<file path="src/rtl/mem_1r1w_masked_client_pkg.sv">
// rtl/mem_1r1w_masked_client_pkg.sv - shared sizes and types for the 1R1W masked SRAM client
package mem_client_pkg;

  localparam int DEPTH     = 48;
  localparam int WIDTH     = 64;
  localparam int MASK_GRAN = 8;
  localparam int ADDR_W    = 6;
  localparam int MASK_W    = WIDTH / MASK_GRAN;

  typedef enum logic [0:0] {
    INIT = 1'b0,
    RUN  = 1'b1
  } state_e;

  typedef struct packed {
    logic             err;
    logic [WIDTH-1:0] data;
  } resp_t;

endpackage

</file>
<file path="src/rtl/mem_1r1w_masked_client_if.sv">
// rtl/mem_1r1w_masked_client_if.sv - request/response streams between a pipeline client and the SRAM client
interface mem_1r1w_masked_client_if;
  import mem_client_pkg::*;

  logic              req_valid;
  logic              req_ready;
  logic              req_write;
  logic [ADDR_W-1:0] req_addr;
  logic [WIDTH-1:0]  req_data;
  logic [MASK_W-1:0] req_mask;
  logic              resp_valid;
  logic              resp_ready;
  logic [WIDTH-1:0]  resp_data;
  logic              resp_err;

  modport master (
    output req_valid, req_write, req_addr, req_data, req_mask, resp_ready,
    input  req_ready, resp_valid, resp_data, resp_err
  );

  modport slave (
    input  req_valid, req_write, req_addr, req_data, req_mask, resp_ready,
    output req_ready, resp_valid, resp_data, resp_err
  );

endinterface

</file>
<file path="src/rtl/mem_1r1w_masked_client_resp_fifo2.sv">
// rtl/mem_1r1w_masked_client_resp_fifo2.sv - two-entry in-order response FIFO
// An empty FIFO passes the incoming entry straight to the output so read data is visible the cycle it leaves the SRAM.
module resp_fifo2
  import mem_client_pkg::*;
(
  input  logic       clock,
  input  logic       reset,
  input  logic       s_tvalid,
  input  resp_t      s_tdata,
  output logic       m_tvalid,
  input  logic       m_tready,
  output resp_t      m_tdata,
  output logic [1:0] count
);

  resp_t slot [2];
  logic  rd_ptr;
  logic  wr_ptr;
  logic  store;
  logic  drain;

  assign m_tvalid = (count != 2'd0) || s_tvalid;
  assign m_tdata  = (count != 2'd0) ? slot[rd_ptr] : s_tdata;
  assign drain    = m_tready && (count != 2'd0);
  // Bypassed entry consumed immediately never occupies a slot.
  assign store    = s_tvalid && !((count == 2'd0) && m_tready);

  always_ff @(posedge clock) begin
    if (store) begin
      slot[wr_ptr] <= s_tdata;
    end
  end

  always_ff @(posedge clock) begin
    if (reset) begin
      count  <= 2'd0;
      rd_ptr <= 1'b0;
      wr_ptr <= 1'b0;
    end else begin
      if (store) begin
        wr_ptr <= !wr_ptr;
      end
      if (drain) begin
        rd_ptr <= !rd_ptr;
      end
      count <= count + {1'b0, store} - {1'b0, drain};
    end
  end

endmodule

</file>
<file path="src/rtl/mem_1r1w_masked_client.sv">
// rtl/mem_1r1w_masked_client.sv - zero-fills a 1R1W byte-masked SRAM, then maps requests onto R0/W0
module mem_1r1w_masked_client
  import mem_client_pkg::*;
(
  input  logic              clock,
  input  logic              reset,
  output logic              init_done,
  mem_1r1w_masked_client_if.slave bus,
  output logic [ADDR_W-1:0] R0_addr,
  output logic              R0_en,
  output logic              R0_clk,
  input  logic [WIDTH-1:0]  R0_data,
  output logic [ADDR_W-1:0] W0_addr,
  output logic              W0_en,
  output logic              W0_clk,
  output logic [WIDTH-1:0]  W0_data,
  output logic [MASK_W-1:0] W0_mask
);

  localparam logic [0:0]        ST_INIT   = 1'b0;
  localparam logic [0:0]        ST_RUN    = 1'b1;
  localparam logic [ADDR_W-1:0] LAST_ADDR = ADDR_W'(DEPTH - 1);

  logic [0:0]        state;
  logic [ADDR_W-1:0] fill_cnt;
  logic              rd_inflight;
  logic              rd_err;
  logic [1:0]        fifo_count;
  logic [2:0]        occupancy;
  logic              fire;
  logic              addr_ok;
  resp_t             push_data;
  resp_t             head;

  assign R0_clk = clock;
  assign W0_clk = clock;

  assign addr_ok   = bus.req_addr <= LAST_ADDR;
  // An in-flight read already owns a FIFO slot, so it counts against the two entries.
  assign occupancy = {1'b0, fifo_count} + {2'b00, rd_inflight};
  assign bus.req_ready = !reset && (state == ST_RUN) && (occupancy < 3'd2);
  assign fire      = bus.req_valid && bus.req_ready;
  assign init_done = state == ST_RUN;

  always_ff @(posedge clock) begin
    if (reset) begin
      state       <= ST_INIT;
      fill_cnt    <= '0;
      rd_inflight <= 1'b0;
      rd_err      <= 1'b0;
    end else begin
      if (state == ST_INIT) begin
        fill_cnt <= fill_cnt + 1'b1;
        if (fill_cnt == LAST_ADDR) begin
          state <= ST_RUN;
        end
      end
      rd_inflight <= fire && !bus.req_write;
      rd_err      <= !addr_ok;
    end
  end

  always_comb begin
    W0_en   = 1'b0;
    W0_addr = bus.req_addr;
    W0_data = bus.req_data;
    W0_mask = bus.req_mask;
    R0_en   = 1'b0;
    R0_addr = bus.req_addr;
    if (!reset) begin
      if (state == ST_INIT) begin
        W0_en   = 1'b1;
        W0_addr = fill_cnt;
        W0_data = '0;
        W0_mask = '1;
      end else if (fire) begin
        W0_en = bus.req_write && addr_ok;
        R0_en = !bus.req_write && addr_ok;
      end
    end
  end

  assign push_data.err  = rd_err;
  assign push_data.data = rd_err ? '0 : R0_data;

  resp_fifo2 u_resp_fifo (
    .clock    (clock),
    .reset    (reset),
    .s_tvalid (rd_inflight),
    .s_tdata  (push_data),
    .m_tvalid (bus.resp_valid),
    .m_tready (bus.resp_ready),
    .m_tdata  (head),
    .count    (fifo_count)
  );

  assign bus.resp_data = head.data;
  assign bus.resp_err  = head.err;

endmodule

</file>
<file path="src/flat_wrapper.sv">
// flat-port wrapper written by rule: the top's interface ports become plain ports
module mem_1r1w_masked_client_flat import mem_client_pkg::*;
  (clock, reset, init_done, R0_addr, R0_en, R0_clk, R0_data, W0_addr, W0_en, W0_clk, W0_data, W0_mask, bus_req_valid, bus_req_write, bus_req_addr, bus_req_data, bus_req_mask, bus_resp_ready, bus_req_ready, bus_resp_valid, bus_resp_data, bus_resp_err);
  mem_1r1w_masked_client_if bus_i ();
  input  logic clock;
  input  logic reset;
  output logic init_done;
  output logic [ADDR_W-1:0] R0_addr;
  output logic R0_en;
  output logic R0_clk;
  input  logic [WIDTH-1:0] R0_data;
  output logic [ADDR_W-1:0] W0_addr;
  output logic W0_en;
  output logic W0_clk;
  output logic [WIDTH-1:0] W0_data;
  output logic [MASK_W-1:0] W0_mask;
  input wire logic [$bits(bus_i.req_valid)-1:0] bus_req_valid;
  input wire logic [$bits(bus_i.req_write)-1:0] bus_req_write;
  input wire logic [$bits(bus_i.req_addr)-1:0] bus_req_addr;
  input wire logic [$bits(bus_i.req_data)-1:0] bus_req_data;
  input wire logic [$bits(bus_i.req_mask)-1:0] bus_req_mask;
  input wire logic [$bits(bus_i.resp_ready)-1:0] bus_resp_ready;
  output wire logic [$bits(bus_i.req_ready)-1:0] bus_req_ready;
  output wire logic [$bits(bus_i.resp_valid)-1:0] bus_resp_valid;
  output wire logic [$bits(bus_i.resp_data)-1:0] bus_resp_data;
  output wire logic [$bits(bus_i.resp_err)-1:0] bus_resp_err;
  assign bus_i.req_valid = bus_req_valid;
  assign bus_i.req_write = bus_req_write;
  assign bus_i.req_addr = bus_req_addr;
  assign bus_i.req_data = bus_req_data;
  assign bus_i.req_mask = bus_req_mask;
  assign bus_i.resp_ready = bus_resp_ready;
  assign bus_req_ready = bus_i.req_ready;
  assign bus_resp_valid = bus_i.resp_valid;
  assign bus_resp_data = bus_i.resp_data;
  assign bus_resp_err = bus_i.resp_err;
  mem_1r1w_masked_client u_core (.clock(clock), .reset(reset), .init_done(init_done), .bus(bus_i), .R0_addr(R0_addr), .R0_en(R0_en), .R0_clk(R0_clk), .R0_data(R0_data), .W0_addr(W0_addr), .W0_en(W0_en), .W0_clk(W0_clk), .W0_data(W0_data), .W0_mask(W0_mask));
endmodule
</file>
<file path="config.mk">
export PLATFORM = sky130hd
export DESIGN_NAME = mem_1r1w_masked_client_flat
export DESIGN_NICKNAME = d
export VERILOG_FILES = /design/src/rtl/mem_1r1w_masked_client_pkg.sv /design/src/rtl/mem_1r1w_masked_client_if.sv /design/src/rtl/mem_1r1w_masked_client_resp_fifo2.sv /design/src/rtl/mem_1r1w_masked_client.sv /design/src/flat_wrapper.sv
export SDC_FILE = /design/constraint.sdc
export NUM_CORES = 1
export LEC_CHECK = 0
export ABC_AREA = 1
export CORE_MARGIN = 2
export CORE_UTILIZATION = 48
export DETAILED_ROUTE_END_ITERATION = 7
export GPL_TIMING_DRIVEN = 0
export PLACE_DENSITY = 0.95
export SETUP_SLACK_MARGIN = 0.05
export SYNTH_ARGS = -nofsm -noshare
export SYNTH_HDL_FRONTEND = slang
export SYNTH_HIERARCHICAL = 1
export SYNTH_SLANG_ARGS = --single-unit
</file>
<file path="constraint.sdc">
create_clock -name clock -period 7.3 [get_ports clock]
set_input_delay 0.73 -clock clock [delete_from_list [all_inputs] [get_ports clock]]
set_output_delay 0.73 -clock clock [all_outputs]
set_load 0.005 [all_outputs]
</file>
# Word level (Yosys, flattened, before mapping)
# Memories as Yosys holds them, arrays and structs flattened. A register that Yosys moved wholly into a read port is not among the register bits.
# Index checks and enable logic that the tools add are counted.
# totals
ramBits,130
elab_cells,53
regBits,13
mem_count,1
out_inout_bits,156
latchBits,0
inputBits,147
rom_bits,0
# memory_table
memory,words,word_bits,read_ports,rd_ports_with_merged_regs,write_ports,line_no,source
u_core.u_resp_fifo.slot,2,65,1,1,1,mem_1r1w_masked_client_resp_fifo2.sv:16,resp_t slot [2];
# classes
mux,20
n_eq_ne,1
shift,0
div_mod_pow,0
order_cmp,2
bitwise,0
reduce_logical,18
n_mul,0
n_addsub,4
# ops
op,n
64-bit two-way mux,3
65-bit two-way mux,1
8-bit two-way mux,2
1-bit two-way mux,12
6-bit two-way mux,2
1-bit logical AND,9
"6-bit by 1-bit adder with 6-bit output, second input constant",1
"6-bit == test, second input constant",1
"6-bit less-or-equal comparator, second input constant",1
1-bit logical NOT,6
2-bit by 1-bit adder with 3-bit output,1
"3-bit by 2-bit < comparator with 1-bit output, second input constant",1
2-bit by 1-bit adder with 2-bit output,1
2-bit logical NOT,1
2-bit nonzero test,1
2-bit by 1-bit subtractor with 2-bit output,1
1-bit logical OR,1

# Logic depth before layout (Yosys ltp)
# depth
word_depth,7
mapped_depth,10
mapped_depth_nobuf,10

# Modules after synthesis
# The synthesis kept the hierarchy.
# by_module_without_submodules
mod,seq_area_each_um2,cells_each,n_inst,area_each_um2
resp_fifo2,4003.8,525,1,5740.5
mem_1r1w_masked_client,180.2,365,1,2189.6

==> flow_summary.json <==
{
  "grt.overflow.total": 0,
  "synth.top_cell.area_share_pct": 49.2,
  "crit_fanout": 2,
  "drc": 0,
  "post-synth-top-count-cell": "inv_1",
  "die_w_um": 133,
  "drive_above_1_share_pct": 12.2,
  "clock_latency_ns": 0.53,
  "rows": 46,
  "reg2reg_setup_slack_ns": 5.24,
  "r2r-start": "u_core/u_resp_fifo/count[1]",
  "grt_pass1_vias": 7291,
  "antenna_cells": 0,
  "syn_area_um2": 7930,
  "holdWs_ns": 0.511,
  "drtIter0Drc": 657,
  "die_height_um": 133,
  "vias_per_cell": 4.96,
  "ys_seq_area_share_pct": 52.8,
  "globalplace.congestion": 0.835,
  "nFillCells": 1072,
  "hold_violations": 0,
  "hold_end": "u_core/fill_cnt[1]",
  "worst_slew_pin_slew_ns": 0.613,
  "crit_required_ns": 6.57,
  "ys_ff_latch": 144,
  "cp.arrival_ns": 4.45,
  "syn2layout_area_growth_pct": 51.8,
  "status": "finished, final reports clean",
  "clk_pin_slew_ns": 0.06,
  "stdcell_area_um2": 12000,
  "hold_depth": 2,
  "hp-start": "u_core/fill_cnt[1]",
  "start_kind": "clock port",
  "power_density_nw_per_um2": 230,
  "post-cts-setup-buffers": 0,
  "grt_use_total_pct": 27.1,
  "ant_nets": 0,
  "wl_per_cell_um": 16.6,
  "nNetsFinal": 1367,
  "rr_endpoint": "u_core/u_resp_fifo/slot[1][37]",
  "grt_max_degree": 42,
  "pin_count": 303,
  "cp-end-kind": "output pin",
  "p_sw_share_pct": 26.5,
  "ys_warn_count": 6,
  "grt_pass1_wl_mm": 37.0,
  "vias": 7176,
  "synthArstFlopShare_pct": 0,
  "skew_ns": 0.00658,
  "p_switching_mw": 0.735,
  "io_buffers": 302,
  "post_cts_resized": 0,
  "maxSlewViolCount": 0,
  "syn_inst": 890,
  "synthTopCellsByArea": "edfxtp_1 (49%), inv_1 (10%), nor2_4 (8.8%)",
  "synthTopCellsByCount": "inv_1 (212), nand2_1 (166), o21ai_0 (135), edfxtp_1 (130), nor2_1 (86)",
  "cellLeakagePower_nw": 5.14,
  "maxCapViolCount": 0,
  "cts_hold_buf": 0,
  "syn_nets": 1039,
  "ff2ff_path_depth": 6,
  "routed_wl_mm": 24.1,
  "slew_headroom_pct": 59.1,
  "place_area_um2": 11300,
  "yosys.area.top_type": "edfxtp_1",
  "core_um2": 16000,
  "peakVddDrop_mv": 0.253,
  "initial_core_util_pct": 49.6,
  "dpl.hpwl_mm": 17.6,
  "rsz0062_at_grt": "false",
  "min_path_type": "reg -> reg",
  "dr.pass1.iters": 5,
  "intPower_mw": 2.03,
  "fin_util_pct": 75.3,
  "tritoncts": "built",
  "yosys.cell_types.count": 24,
  "p_comb_share_pct": 27.7,
  "setup_violations": 0,
  "crit_type": "clk -> out",
  "tns_ns": 0,
  "sequentialPowerShare_pct": 32.9,
  "ys.flop_type": "edfxtp_1",
  "antenna_found_initial": 0,
  "synth_edf_count": 130,
  "die-area_um2": 17600,
  "avgSynthCellArea_um2": 8.91,
  "pwr-share-clk_pct": 39.4
}
## worst max-delay path by stage
| stage | cells past startpoint | slack [ns] | start | endpoint |
|---|---|---|---|---|
| CTS | 4 | 2.11 | clock | W0_clk |
| floorplan | 1 | 2.81 | clock | R0_clk |
| detailed placement | 2 | 2.39 | clock | R0_clk |
| global route | 4 | 2.09 | clock | W0_clk |
| finish | 4 | 2.12 | clock | R0_clk |
| global placement | 4 | 1.28 | bus_resp_ready | u_core/u_resp_fifo/slot[0][29] |
## critical path, cell delays in order
cell	delay (ns)
clkbuf_16	0.13
clkbuf_16	0.13
buf_4	0.12
clkdlybuf4s50_1	0.43
## power by group through the flow
| stage | clock network [mW] | logic (mW) | registers (mW) |
|---|---|---|---|
| finish | 1.09 | 0.766 | 0.911 |
| global route | 1.14 | 0.822 | 0.912 |
| CTS | 1.10 | 0.765 | 0.912 |
| detailed placement | 0.0383 | 0.755 | 0.929 |
| global placement | 0.0383 | 0.730 | 0.928 |
| floorplan | 0.0178 | 0.318 | 0.927 |
## area by class of cell
class	count	area (um2)	area share, %
Timing Repair Buffer	303	3070	25.5
Inverter	215	807	6.70
Clock buffer	23	546	4.53
Tap cell	216	270	2.24
Multi-Input combinational cell	479	2520	21.0
Buffer	52	422	3.50
Clock inverter	15	216	1.80
Sequential cell	144	4180	34.8
## placed cells by master (no fill, tap or decap), types with 5 or more instances in the layout
master and n:
buf_12 9, edfxtp_1 130, clkdlybuf4s50_1 302, clkbuf_1 9
clkbuf_16 21, buf_6 5, nand3_1 7, buf_2 16
o21ai_0 135, dfxtp_1 14, nor2_4 63, inv_1 211
buf_4 11, nand2_1 166, bufinv_16 5, or2_1 8
nor2_1 85
## registers in the layout, summed over array words and instances, names as in the netlist, named ones only
signal,cells
u_core/u_resp_fifo/slot,130
u_core/init_done,1
u_core/rd_inflight,1
u_core/fill_cnt,6
u_core/u_resp_fifo/count,2
u_core/u_resp_fifo/rd_ptr,1
u_core/u_resp_fifo/wr_ptr,1
u_core/rd_err,1
## per-stage QoR
| stage | setup WS, ns | std cells | power, mW |
|---|---|---|---|
| 2_1_floorplan | 2.81 | 890 | 1.26 |
| 3_3_place_gp | 1.28 | 1408 | 1.70 |
| 3_5_place_dp | 2.39 | 1411 | 1.72 |
| 4_1_cts | 2.11 | 1447 | 2.78 |
| 5_1_grt | 2.09 | 1447 | 2.88 |
| 6_report | 2.12 | 1447 | 2.77 |
## kinds of logic (layout without fill, tap and decap cells)
group	count (synthesis)	after routing	share of synthesized area, %
AOI/OAI and AO/OA	144	144	9.14
adders and majority gates	2	2	0.316
buffers and inverters	267	608	15.5
DFF	144	144	52.8
and+or+nand+nor	333	333	22.3
## per-layer routing
layer  global-route usage, %  wire, um
met5                       0         0
met4                    11.9       725
met3                    6.32      1690
met2                    48.2     12800
met1                    31.0      8910
Note: power is estimated with default switching activity, not from simulation.
==> patch 1, RTL diff (config.mk and constraints unchanged) <==
`MASK_GRAN`: 8 -> 4.
--- a/src/rtl/mem_1r1w_masked_client_pkg.sv
+++ b/src/rtl/mem_1r1w_masked_client_pkg.sv
@@ -4,5 +4,5 @@
   localparam int DEPTH     = 48;
   localparam int WIDTH     = 64;
-  localparam int MASK_GRAN = 8;
+  localparam int MASK_GRAN = 4;
   localparam int ADDR_W    = 6;
   localparam int MASK_W    = WIDTH / MASK_GRAN;
Ports: changed (resized W0_mask and bus_req_mask); port bits go from 303 to 319. No check against the original RTL was run, so the function may have changed too.
==> patch 1 against the unedited design <==
  * Worst setup slack worse by 0.058 ns
  * Routed wire length up 20%
  * Critical path depth stayed put
  * Area after synthesis fell by 6.2%
  * Sequential cell count unchanged
  * Critical path type unchanged
  * Total power fell by 1.5%
  * Final area is 3.3% lower
==> patch 1: results (changes against the unedited design) <==
Run status
  – Status: finished, final reports clean

Layout
  – Sequential cell area share: 35.9% (+1.2 points)
  – Fill cells: 918 (-14%)
  – Layout cells sized above 1: 7.42% (-4.8 points)
  – Final std cells w/o fill: 1445 (-0.14%)
  – Multi-input combinational area share: 18.2% (-2.7 points)
  – Signal inverters: 215 (unchanged)
  – Sequential cells: 144 (unchanged)
  – Non-Clock Buffer Count: 371 (+4.5%)
  – Non-Clock Buffer Area Fraction: 30.5% (+1.5 points)
  – Clk tree area frac: 6.29% (-0.034 points)
  – Comb_multi_in: 487 (+1.7%)
  – ANT cells: 4 (+4)

Synth
  – Mapped Avg Cell Area: 8.28 um2 (-7.0%)
  – Synth unique cells: 25 (+4.2%)
  – Register area share after synthesis: 56.2% (+3.5 points)
  – Synth top area cells: edfxtp_1 52%, inv_1 11%, o21ai_0 9.1%, nand2_1 8.4%, nor2_1 7.4%
  – Synth top cells by count: 212 x inv_1, 166 x nand2_1, 146 x nor2_1
  – Post-Syn Nets: 1055 (+1.5%)

Floorplan
  – Core area: 15100 um2 (-5.3%)

Critical path
  – Crit Path Max Fanout: 2 (unchanged)
  – Data arrival, critical path: 4.51 ns (+0.06 ns)

Global routing
  – Total track usage: 35.0% (+8.0 points)
  – Vias in the first global route: 7425 (+1.8%)
  – Pin count of the biggest net entering global routing: 37 (-12%)
  – Antenna violations before repair: 5 (+5)
  – First-pass GRT wire length: 42.1 mm (+14%)

Placement
  – HPWL Detailed: 21.2 mm (+21%)
  – Number of port buffers: 318 (+5.3%)
  – Placed Area: 10900 um2 (-3.3%)
  – Routability cong.: 0.995 (+19%)

STA
  – Rel. slew slack: 45.1% (-14 points)
  – Layout Skew: 0.0135 ns (+0.00688 ns)

Power and ir drop
  – Flop pwr share: 33.4% (+0.5 points)
  – Pleak: 5.12 nW (-0.29%)
  – Switching pwr: 734 uW (-0.15%)
  – Peak VDD IR: 160 uV (-37%)

Drt
  – Vias: 7485 (+4.3%)
  – Starting DRT DRC Count: 770 (+17%)
  – Total Routed Length: 28.8 mm (+20%)

Clocking
  – Post_cts resized: 0 (unchanged)
==> patch 1: cell types whose count changed after synthesis <==
cell	delta
buf_6	+2
buf_12	-7
inv_4	+1
or2_2	+2
buf_2	+5
or2_1	+6
nor2_1	+60
nor2_4	-60
inv_2	-1
==> patch 1: per-layer routing <==
metal  track usage, %  share of wire (%)  up-vias
met2             62.0                 51      521
met4             14.1                3.4        2
met5                0              0.042        -
li1                 -                  -     3439
met1             39.5                 36     3449
met3             10.9                 10       74
==> patch 1: kinds of logic (layout without fill, tap and decap cells) <==
family          count (synthesis)  after routing  share of synthesized area [%]
flops                         144            144                           56.2
compound gates                144            144                           9.74
other cells                     0              4                              0
buf+inv                       267            622                           15.3
fa+ha+maj                       2              2                          0.336
simple gates                  341            341                           18.4
==> patch 1: worst paths after layout <==
| kind | cells after the start | endpoint | from | slack [ns] |
|---|---|---|---|---|
| min | 0 | u_core/u_resp_fifo/slot[1][64] | u_core/rd_err | 0.47 |
| min reg2reg | 0 | u_core/u_resp_fifo/slot[1][64] | u_core/rd_err | 0.47 |
| max | 4 | W0_clk | clock | 2.06 |
| max reg2reg | 6 | u_core/u_resp_fifo/slot[1][0] | u_core/u_resp_fifo/count[1] | 5.10 |
==> patch 1: metrics by stage <==
| stage | utilization (%) | hold slack, ns | total power [mW] |
|---|---|---|---|
| floorplan | - | 0.442 | 1.23 |
| global placement | 71.7 | 0.451 | 1.68 |
| detailed placement | 72.1 | 0.463 | 1.70 |
| CTS | 76.8 | 0.469 | 2.73 |
| global route | 76.9 | 0.486 | 2.83 |
| finish | 76.9 | 0.475 | 2.73 |
==> patch 1: worst max-delay path, stage by stage <==
cell and delay (ns):
clkbuf_16 0.13, clkbuf_16 0.13, buf_4 0.12, clkdlybuf4s50_1 0.48
==> patch 2, RTL diff (same flow settings) <==
Made on the original files. Put a register stage on the output `bus.resp_err`. The value now appears one clock later.
--- a/src/rtl/mem_1r1w_masked_client.sv
+++ b/src/rtl/mem_1r1w_masked_client.sv
@@ -96,5 +96,7 @@
 
   assign bus.resp_data = head.data;
-  assign bus.resp_err  = head.err;
+  always_ff @(posedge clock) begin
+    bus.resp_err <= head.err;
+  end
 
 endmodule
Check against the original RTL: not equivalent (a bounded check fails within 4 cycles, from zero or initial values and one cycle with reset high).
==> patch 2 against the unedited design <==
  * Sequential cell count is 1 higher
  * Critical path type unchanged
  * Worst setup slack worse by 0.016 ns
  * Final area is 4.0% lower
  * Area after synthesis is 5.2% lower
  * Routed wire length grew 3.1%
  * Total power shrank 4.2%
  * Worst hold slack worse by 0.036 ns
==> patch 2: results (changes against the unedited design) <==
Placement
  – Placed Area: 10900 um2 (-3.8%)
  – Number of port buffers: 302 (unchanged)
  – Routability cong.: 0.864 (+3.5%)
  – HPWL Detailed: 18.3 mm (+4.0%)

Drt
  – Starting DRT DRC Count: 765 (+16%)
  – Total Routed Length: 24.8 mm (+3.1%)
  – Post-DR vias/cell: 4.98 (+0.32%)
  – DRT Pass-1 Iters: 7 (+2)

STA
  – Hold WS: 0.475 ns (-0.0361 ns)
  – Fin worst setup slack: 2.10 ns (-0.0161 ns)
  – Layout Skew: 0.00600 ns (-0.000580 ns)
  – Worst-Margin Slew: 0.613 ns (+0.000330 ns)

Power and ir drop
  – Peak VDD IR: 200 uV (-21%)
  – Pleak: 5.04 nW (-1.9%)

Global routing
  – Antenna violations before repair: 4 (+4)
  – Pin count of the biggest net entering global routing: 44 (+4.8%)
  – Vias in the first global route: 7006 (-3.9%)
  – First-pass GRT wire length: 35.9 mm (-3.0%)
  – Total track usage: 29.1% (+2.0 points)

Synth
  – Synth unique cells: 28 (+17%)
  – Register area share after synthesis: 55.9% (+3.2 points)
  – Synthesized-area fraction occupied by adder cells: 0.333% (+0.017 points)
  – Synth Area in Compound Gates: 9.60% (+0.47 points)
  – Synth top cells by count: 212 x inv_1, 167 x nand2_1, 134 x o21ai_0
  – Synth top area cells: edfxtp_1 52%, inv_1 11%, o21ai_0 8.9%, nand2_1 8.3%, nor2_1 5.8%
  – Primary FF master, synth: edfxtp_1

Critical path
  – R2r setup slk: 5.20 ns (-0.04 ns)
  – Data arrival, critical path: 4.47 ns (+0.02 ns)
  – Slowest-stage cell, CP: clkdlybuf4s50_1

Layout
  – Layout cells sized above 1: 9.67% (-2.5 points)

Run status
  – Status: finished, final reports clean
## patch 2: cell count changes after synthesis, moves of 5 or more
| cell | delta |
|---|---|
| buf_12 | -7 |
| buf_6 | +5 |
| nor2_1 | +30 |
| nor2_2 | +29 |
| nor2_4 | -58 |
## patch 2: metrics by stage
stage	utilization, %	cells
after floorplan	-	890
after global placement	70.8	1403
after detailed placement	71.3	1406
after CTS	75.7	1442
after global routing	75.8	1443
final	75.8	1445
## patch 2: critical path, delay by kind of cell
| family | cells | cell delay (ns) |
|---|---|---|
| buf+inv | 4 | 0.82 |
## patch 2: layer usage
| metal | routed length (um) | vias up | track usage, % |
|---|---|---|---|
| met5 | 18 | - | 0 |
| met4 | 923 | 4 | 15.4 |
| met3 | 2460 | 65 | 9.37 |
| met2 | 12700 | 436 | 50.7 |
| met1 | 8740 | 3305 | 31.7 |
| li1 | - | 3379 | - |
## patch 2: worst paths after layout
check             cells past startpoint                             end                         from
setup / recovery                      4                          W0_clk                        clock
hold / removal                        0  u_core/u_resp_fifo/slot[0][64]                u_core/rd_err
setup reg to reg                      6  u_core/u_resp_fifo/slot[1][30]  u_core/u_resp_fifo/count[1]
hold reg to reg                       0  u_core/u_resp_fifo/slot[0][64]                u_core/rd_err
## patch 2: cell type report
cell class	count	area, um2
flip-flops and latches	145	4200
fillers	966	3690
repair buffers	303	3060
multi-input cells	479	2170
inverters	215	810
clock buffers	24	549
plain buffers	51	340
well taps	211	264
clock inverters	14	155
diodes	3	7.51
## patch 2: cell families after synthesis
kind of cell / Yosys count
and+or+nand+nor: 334
buffers and inverters: 266
DFF: 145
AOI/OAI and AO/OA: 143
adders and majority gates: 2
## patch 2: where the power goes
part	switching, mW	internal (mW)	leakage [nW]
Combinational	0.340	0.386	3.40
Sequential	0.00698	0.912	1.30
Clock	0.374	0.634	0.344
Total	0.721	1.93	5.04
